$ cat src/rtl/nw_xbar_select_alloc_pkg.sv
// Shared constants and helpers for the crossbar select allocator.
package nw_xbar_select_alloc_pkg;

  localparam int unsigned NDefault = 4;

  // Width of a port index; never zero so a 1-port build still has a legal vector.
  function automatic int unsigned idx_w(input int unsigned n);
    return (n > 1) ? $clog2(n) : 1;
  endfunction

endpackage

$ cat src/rtl/nw_xbar_select_alloc_if.sv
// Flit-side requests and crossbar-side selects between input FIFOs and the allocator.
interface nw_xbar_select_alloc_if
  import nw_xbar_select_alloc_pkg::*;
#(
  parameter int unsigned N = NDefault
);

  logic [N-1:0]        in_valid;
  logic [N-1:0][N-1:0] in_dest;
  logic [N-1:0]        in_tail;
  logic [N-1:0]        out_ready;
  logic [N-1:0][N-1:0] xbar_select;
  logic [N-1:0]        in_grant;
  logic [N-1:0]        in_xfer;

  modport master (
    output in_valid, in_dest, in_tail, out_ready,
    input  xbar_select, in_grant, in_xfer
  );

  modport slave (
    input  in_valid, in_dest, in_tail, out_ready,
    output xbar_select, in_grant, in_xfer
  );

endinterface

$ cat src/rtl/nw_xbar_select_alloc_rr_arbiter.sv
// Round-robin arbiter: combinational one-hot grant, pointer advances past the winner
// only when the caller enables an update.
module nw_xbar_select_alloc_rr_arbiter
  import nw_xbar_select_alloc_pkg::*;
#(
  parameter int unsigned N = NDefault
) (
  input  logic         clk,
  input  logic         rst_n,
  input  logic [N-1:0] req_i,
  input  logic         en_i,
  output logic [N-1:0] gnt_o
);

  localparam int unsigned IdxW = idx_w(N);

  logic [IdxW-1:0] ptr_q, ptr_d;
  logic [IdxW-1:0] win;
  logic            found;
  int unsigned     idx;

  always_comb begin
    gnt_o = '0;
    win   = '0;
    found = 1'b0;
    idx   = 0;
    // Scan ptr, ptr+1, ... with wrap; first requester wins.
    for (int k = 0; k < int'(N); k++) begin
      idx = (32'(ptr_q) + 32'(k)) % N;
      if (!found && req_i[idx]) begin
        gnt_o[idx] = 1'b1;
        win        = IdxW'(idx);
        found      = 1'b1;
      end
    end
  end

  always_comb begin
    ptr_d = ptr_q;
    if (en_i && found) begin
      ptr_d = (win == IdxW'(N - 1)) ? '0 : win + IdxW'(1);
    end
  end

  always_ff @(posedge clk or negedge rst_n) begin
    if (!rst_n) begin
      ptr_q <= '0;
    end else begin
      ptr_q <= ptr_d;
    end
  end

endmodule

$ cat src/rtl/nw_xbar_select_alloc.sv
// Per-output round-robin allocation with wormhole locking; drives the one-hot select
// matrix of the crossbar and the per-input pop strobe.
module nw_xbar_select_alloc
  import nw_xbar_select_alloc_pkg::*;
#(
  parameter int unsigned N = NDefault
) (
  input  logic                    clk,
  input  logic                    rst_n,
  nw_xbar_select_alloc_if.slave   bus
);

  logic [N-1:0][N-1:0] sel_q, sel_d;
  logic [N-1:0][N-1:0] sel_t;
  logic [N-1:0][N-1:0] req;
  logic [N-1:0][N-1:0] arb_gnt;
  logic [N-1:0]        grant;
  logic [N-1:0]        ready_sel;
  logic [N-1:0]        xfer;
  logic [N-1:0]        row_busy;
  logic [N-1:0]        row_release;
  logic [N-1:0]        arb_en;

  always_comb begin
    grant     = '0;
    ready_sel = '0;
    sel_t     = '0;
    for (int o = 0; o < int'(N); o++) begin
      for (int i = 0; i < int'(N); i++) begin
        grant[i]     = grant[i] | sel_q[o][i];
        ready_sel[i] = ready_sel[i] | (sel_q[o][i] & bus.out_ready[o]);
        sel_t[i][o]  = sel_q[o][i];
      end
    end
    xfer = ready_sel & bus.in_valid;
  end

  // Any granted input is either held or releasing, so it never requests elsewhere.
  always_comb begin
    req = '0;
    for (int o = 0; o < int'(N); o++) begin
      for (int i = 0; i < int'(N); i++) begin
        req[o][i] = bus.in_valid[i] & bus.in_dest[i][o] & ~grant[i];
      end
    end
  end

  always_comb begin
    sel_d = sel_q;
    for (int o = 0; o < int'(N); o++) begin
      row_busy[o]    = |sel_q[o];
      row_release[o] = |(sel_q[o] & xfer & bus.in_tail);
      arb_en[o]      = ~row_busy[o] | row_release[o];
      if (arb_en[o]) begin
        sel_d[o] = arb_gnt[o];
      end
    end
  end

  for (genvar g = 0; g < int'(N); g++) begin : g_arb
    nw_xbar_select_alloc_rr_arbiter #(
      .N (N)
    ) u_arb (
      .clk   (clk),
      .rst_n (rst_n),
      .req_i (req[g]),
      .en_i  (arb_en[g]),
      .gnt_o (arb_gnt[g])
    );
  end

  always_ff @(posedge clk or negedge rst_n) begin
    if (!rst_n) begin
      sel_q <= '0;
    end else begin
      sel_q <= sel_d;
    end
  end

  assign bus.xbar_select = sel_q;
  assign bus.in_grant    = grant;
  assign bus.in_xfer     = xfer;

  for (genvar g = 0; g < int'(N); g++) begin : g_chk
    a_row_onehot0 : assert property (@(posedge clk) disable iff (!rst_n)
      $onehot0(sel_q[g]));
    a_col_onehot0 : assert property (@(posedge clk) disable iff (!rst_n)
      $onehot0(sel_t[g]));
    a_dest_onehot : assert property (@(posedge clk) disable iff (!rst_n)
      bus.in_valid[g] |-> $onehot0(bus.in_dest[g]));
    a_dest_stable : assert property (@(posedge clk) disable iff (!rst_n)
      (grant[g] && !(xfer[g] && bus.in_tail[g])) |=> $stable(bus.in_dest[g]));
  end

endmodule

$ cat src/flat_wrapper.sv
// flat-port wrapper written by rule: the top's interface ports become plain ports
module nw_xbar_select_alloc_flat import nw_xbar_select_alloc_pkg::*;
#(
  parameter int unsigned N = NDefault
)
  (clk, rst_n, bus_in_valid, bus_in_dest, bus_in_tail, bus_out_ready, bus_xbar_select, bus_in_grant, bus_in_xfer);
  nw_xbar_select_alloc_if #(.N(N)) bus_i ();
  input  logic clk;
  input  logic rst_n;
  input wire logic [$bits(bus_i.in_valid)-1:0] bus_in_valid;
  input wire logic [$bits(bus_i.in_dest)-1:0] bus_in_dest;
  input wire logic [$bits(bus_i.in_tail)-1:0] bus_in_tail;
  input wire logic [$bits(bus_i.out_ready)-1:0] bus_out_ready;
  output wire logic [$bits(bus_i.xbar_select)-1:0] bus_xbar_select;
  output wire logic [$bits(bus_i.in_grant)-1:0] bus_in_grant;
  output wire logic [$bits(bus_i.in_xfer)-1:0] bus_in_xfer;
  assign bus_i.in_valid = bus_in_valid;
  assign bus_i.in_dest = bus_in_dest;
  assign bus_i.in_tail = bus_in_tail;
  assign bus_i.out_ready = bus_out_ready;
  assign bus_xbar_select = bus_i.xbar_select;
  assign bus_in_grant = bus_i.in_grant;
  assign bus_in_xfer = bus_i.in_xfer;
  nw_xbar_select_alloc #(.N(N)) u_core (.clk(clk), .rst_n(rst_n), .bus(bus_i));
endmodule
$ cat config.mk
export PLATFORM = sky130hd
export DESIGN_NAME = nw_xbar_select_alloc_flat
export DESIGN_NICKNAME = d
export VERILOG_FILES = /design/src/rtl/nw_xbar_select_alloc_pkg.sv /design/src/rtl/nw_xbar_select_alloc_if.sv /design/src/rtl/nw_xbar_select_alloc_rr_arbiter.sv /design/src/rtl/nw_xbar_select_alloc.sv /design/src/flat_wrapper.sv
export SDC_FILE = /design/constraint.sdc
export NUM_CORES = 1
export LEC_CHECK = 0
export ABC_AREA = 1
export CAP_MARGIN = 20
export CORE_UTILIZATION = 40
export CTS_BUF_LIST = sky130_fd_sc_hd__clkbuf_2
export DETAILED_ROUTE_END_ITERATION = 16
export HOLD_SLACK_MARGIN = 0.12
export MAX_ROUTING_LAYER = met4
export PLACE_DENSITY_LB_ADDON = 0.08
export RECOVER_POWER = 25
export SKIP_LAST_GASP = 1
export SLEW_MARGIN = 20
export SYNTH_ARGS = -nofsm -noshare
export SYNTH_HDL_FRONTEND = slang
export SYNTH_HIERARCHICAL = 1
export SYNTH_SLANG_ARGS = --single-unit
$ cat constraint.sdc
create_clock -name clk -period 3.2 [get_ports clk]
set_input_delay 0.32 -clock clk [delete_from_list [all_inputs] [get_ports clk]]
set_output_delay 0.32 -clock clk [all_outputs]
set_load 0.02 [all_outputs]
==> out/results.txt <==
Outcome -> finished, violations left
Failing checks -> max-capacitance violations, max-slew violations
Count of different cell masters after synthesis -> 27
Top post-synthesis cells by area -> nand2_1 22%, dfrtp_1 18%, nand3_1 13%
Core Util, Final -> 0.495
# nets final -> 671
Slew of the pin with the lowest slew margin -> 1.55 ns
P_sw -> 0.00275 W
Hold slack -> 0.651 ns
Worst Reg-to-Reg Cells -> 15
Finish-stage setup viols -> 0
Initial antenna violation count -> 0
Simple-Gate Fraction of Synth Area -> 0.562
Tot Pwr -> 0.00457 W
IO Pins -> 54
Most frequent cell after synthesis -> nand2_1
Cells on Worst Hold Path -> 2
Post-Synth XOR/XNOR Area -> 0
Die ar. -> 8950 sq um
Synth cell count leaders -> 201 x nand2_1, 87 x nand3_1, 49 x inv_1
Synthesized instance count -> 561
Crit start category -> flip-flop
Setup TNS -> 0 ns
Max-cap violation count -> 1
Worst IR Drop VDD -> 0.457 mV
Clock Tree Buf Depth -> 2
Total Routing Usage GR -> 0.242
Root buffer cell -> clkbuf_2
Syn Nets -> 614
Wire length per cell -> 13.6 microns
Horiz. Die Dim -> 94.6 microns
# diodes -> 0
CP required -> 3.48 ns
Slew Viols, Final -> 25
Worst-skew pair later-pin latency -> 0.35 ns
Internal power -> 0.00182 W
I/O Buffers -> 53
First-pass GRT wire length -> 16600 microns
Crit Path Max Fanout -> 6
FILL cells -> 874
Residual DRC -> 0
Synth warn -> 6
Mapped Area -> 3430 sq um
Reg clk slew, reported paths -> 0.24 ns
Switching portion of total power -> 0.601
Area growth from synthesis to final layout -> 19.3%
Async S/R FF share, synth -> 1.00
Final period util -> 0.817
Register area share after synthesis -> 0.175
Fin crit period -> 2.61 ns
TritonRoute pass-1 iters -> 5
Adder-Cell Fraction of Synth Area -> 0.0839
Synth Flop Type -> dfrtp_1
Power per cell area -> 1120 nW/um^2
Slowest cell on crit path -> dfrtp_1
CP most frequent cell -> nand2_1
Crit path kind -> flip-flop to flip-flop
Post-CTS Hold Fix Bufs -> 0
Post-CTS Resized -> 0
Synth Area in Compound Gates -> 0.0766
Die H -> 94.6 microns
Leak -> 2.15 nW
Reg power frac -> 0.146
Clk_skew -> 0.00305 ns
Post-synth EDFFs -> 0
Post-DR vias/cell -> 5.11
Num rows -> 33
Detailed Route Iter0 Violations -> 155
Final wirelength -> 9820 microns
Largest stage delay on the critical path -> 0.52 ns
Clock sinks -> 24
CTS tree -> yes
Share of cells above drive strength 1 -> 0.141
Routability congestion estimate -> 0.928
Comb pwr share -> 0.827
Clock power frac -> 0.027
Pin count of the biggest net entering global routing -> 25
Arr. time, crit path -> 2.90 ns
Unrepaired setup endpoints after global routing -> false
Worst relative slew slack -> -0.0326
Grt ovf -> 0
Remaining antenna violation count after routing -> 0
Htree depth -> 1
Fmax -> 382 MHz
Avg Cell Area, Syn -> 6.11 sq um
Post-CTS Setup Repair Bufs -> 0
#FFs+latches synth -> 24
Hold crit path type -> flip-flop to flip-flop
Synth top area share -> 0.220
Mux share of post-synthesis cell area -> 0
Crit-path cells -> nor4_1 -> inv_1 -> nor2_1 -> nand2_1 -> nand3_2 -> nand2_2 -> nor2_2 -> nand2_1 -> nand2_1 -> nand2_1 -> nor2_1 -> nor2_1 -> ha_1 -> nand3_1 -> nand2_1
Post-DP HPWL -> 7850 microns
Main combinational cell family by area after synthesis -> simple AND/OR/NAND/NOR gates
Fin. Hold Viols -> 0
Core box area -> 8260 sq um
Num CTS Buffers -> 3
Cell taking the most area after synthesis -> nand2_1
Vias in the first global route -> 3518
Worst Setup End Kind -> flip-flop
Via count -> 3683
Initial Util -> 0.415
==> metrics by stage <==
step	instance area (sq um)	setup WS (ns)	cells
floorplan	3430	0.755	561
finish	4090	0.586	721
CTS	4100	0.590	721
global route	4090	0.243	721
global placement	4080	0.484	718
detailed placement	4080	0.465	718
==> per-layer routing <==
metal | track usage | share of wire | routed length (microns) | vias up
met3 | 0.0274 | 0.037 | 366 | 14
met1 | 0.302 | 0.46 | 4500 | 1668
li1 | - | - | - | 1920
met4 | 0.0455 | 0.013 | 129 | 0
met5 | - | 0 | 0 | -
met2 | 0.421 | 0.49 | 4830 | 81
==> cell families after synthesis <==
family,count (synthesis)
AO/OA/AOI/OAI,43
flip-flops,24
AND/OR/NAND/NOR,396
adder cells (fa/ha/maj),23
buffers and inverters,75
==> layout by cell type, fill, tap and decap left out <==
master / n
ha_1: 23
nor2_1: 37
nand3_1: 87
clkbuf_1: 1
nand4_1: 7
nor4_1: 4
nand2_4: 11
clkdlybuf4s50_1: 52
o22ai_1: 3
inv_2: 8
clkbuf_2: 3
nand2_2: 22
a21oi_2: 1
and2_1: 1
a22oi_1: 12
dlygate4sd3_1: 1
inv_1: 49
dfrtp_1: 24
a31oi_1: 2
nor2_4: 11
buf_4: 5
nand3_2: 12
nand2_1: 201
a21oi_1: 11
o21ai_0: 11
inv_8: 3
o21a_1: 3
nor2_2: 3
inv_4: 5
clkinv_2: 3
==> flip-flops by register name, summed over array words and instances (netlist names) <==
signal                    cells
u_core/g_arb.u_arb/ptr_q      8
u_core/bus.xbar_select       16
==> worst max-delay path: cells and delay by family, from the launching register on <==
kind,cells,cell delay [ns]
adders and majority gates,1,0.28
buffers and inverters,1,0.18
DFF,1,0.52
and+or+nand+nor,13,1.57
==> path summary, 6_finish.rpt <==
kind	startpoint	end	slack, ns
max in group asynchronous	rst_n	u_core/bus.xbar_select[4]	1.49
max	u_core/bus.xbar_select[2]	u_core/g_arb[0].u_arb/ptr_q[1]	0.59
min	u_core/bus.xbar_select[15]	u_core/bus.xbar_select[15]	0.65
min in group asynchronous	rst_n	u_core/g_arb[2].u_arb/ptr_q[1]	0.84
max reg2reg	u_core/bus.xbar_select[2]	u_core/g_arb[0].u_arb/ptr_q[1]	0.59
min reg2reg	u_core/bus.xbar_select[15]	u_core/bus.xbar_select[15]	0.65
==> final cells by class <==
| class | count | area (sq um) | share of cell area |
|---|---|---|---|
| repair buffers | 59 | 572 | 0.140 |
| clock buffers | 3 | 15.0 | 0.00367 |
| flip-flops and latches | 24 | 601 | 0.147 |
| inverters | 68 | 294 | 0.0719 |
| well taps | 105 | 131 | 0.0321 |
| multi-input cells | 462 | 2480 | 0.606 |
==> power groups by stage <==
stage / combinational [W] / sequential [W] / clock (W)
2_1_floorplan: 0.00292 / 0.000646 / 0
3_3_place_gp: 0.00374 / 0.000672 / 0
3_5_place_dp: 0.00377 / 0.000672 / 0
4_1_cts: 0.00378 / 0.000666 / 0.000139
5_1_grt: 0.00429 / 0.000686 / 0.000148
6_report: 0.00378 / 0.000666 / 0.000124
No activity file was read; power rests on OpenSTA's default activity.
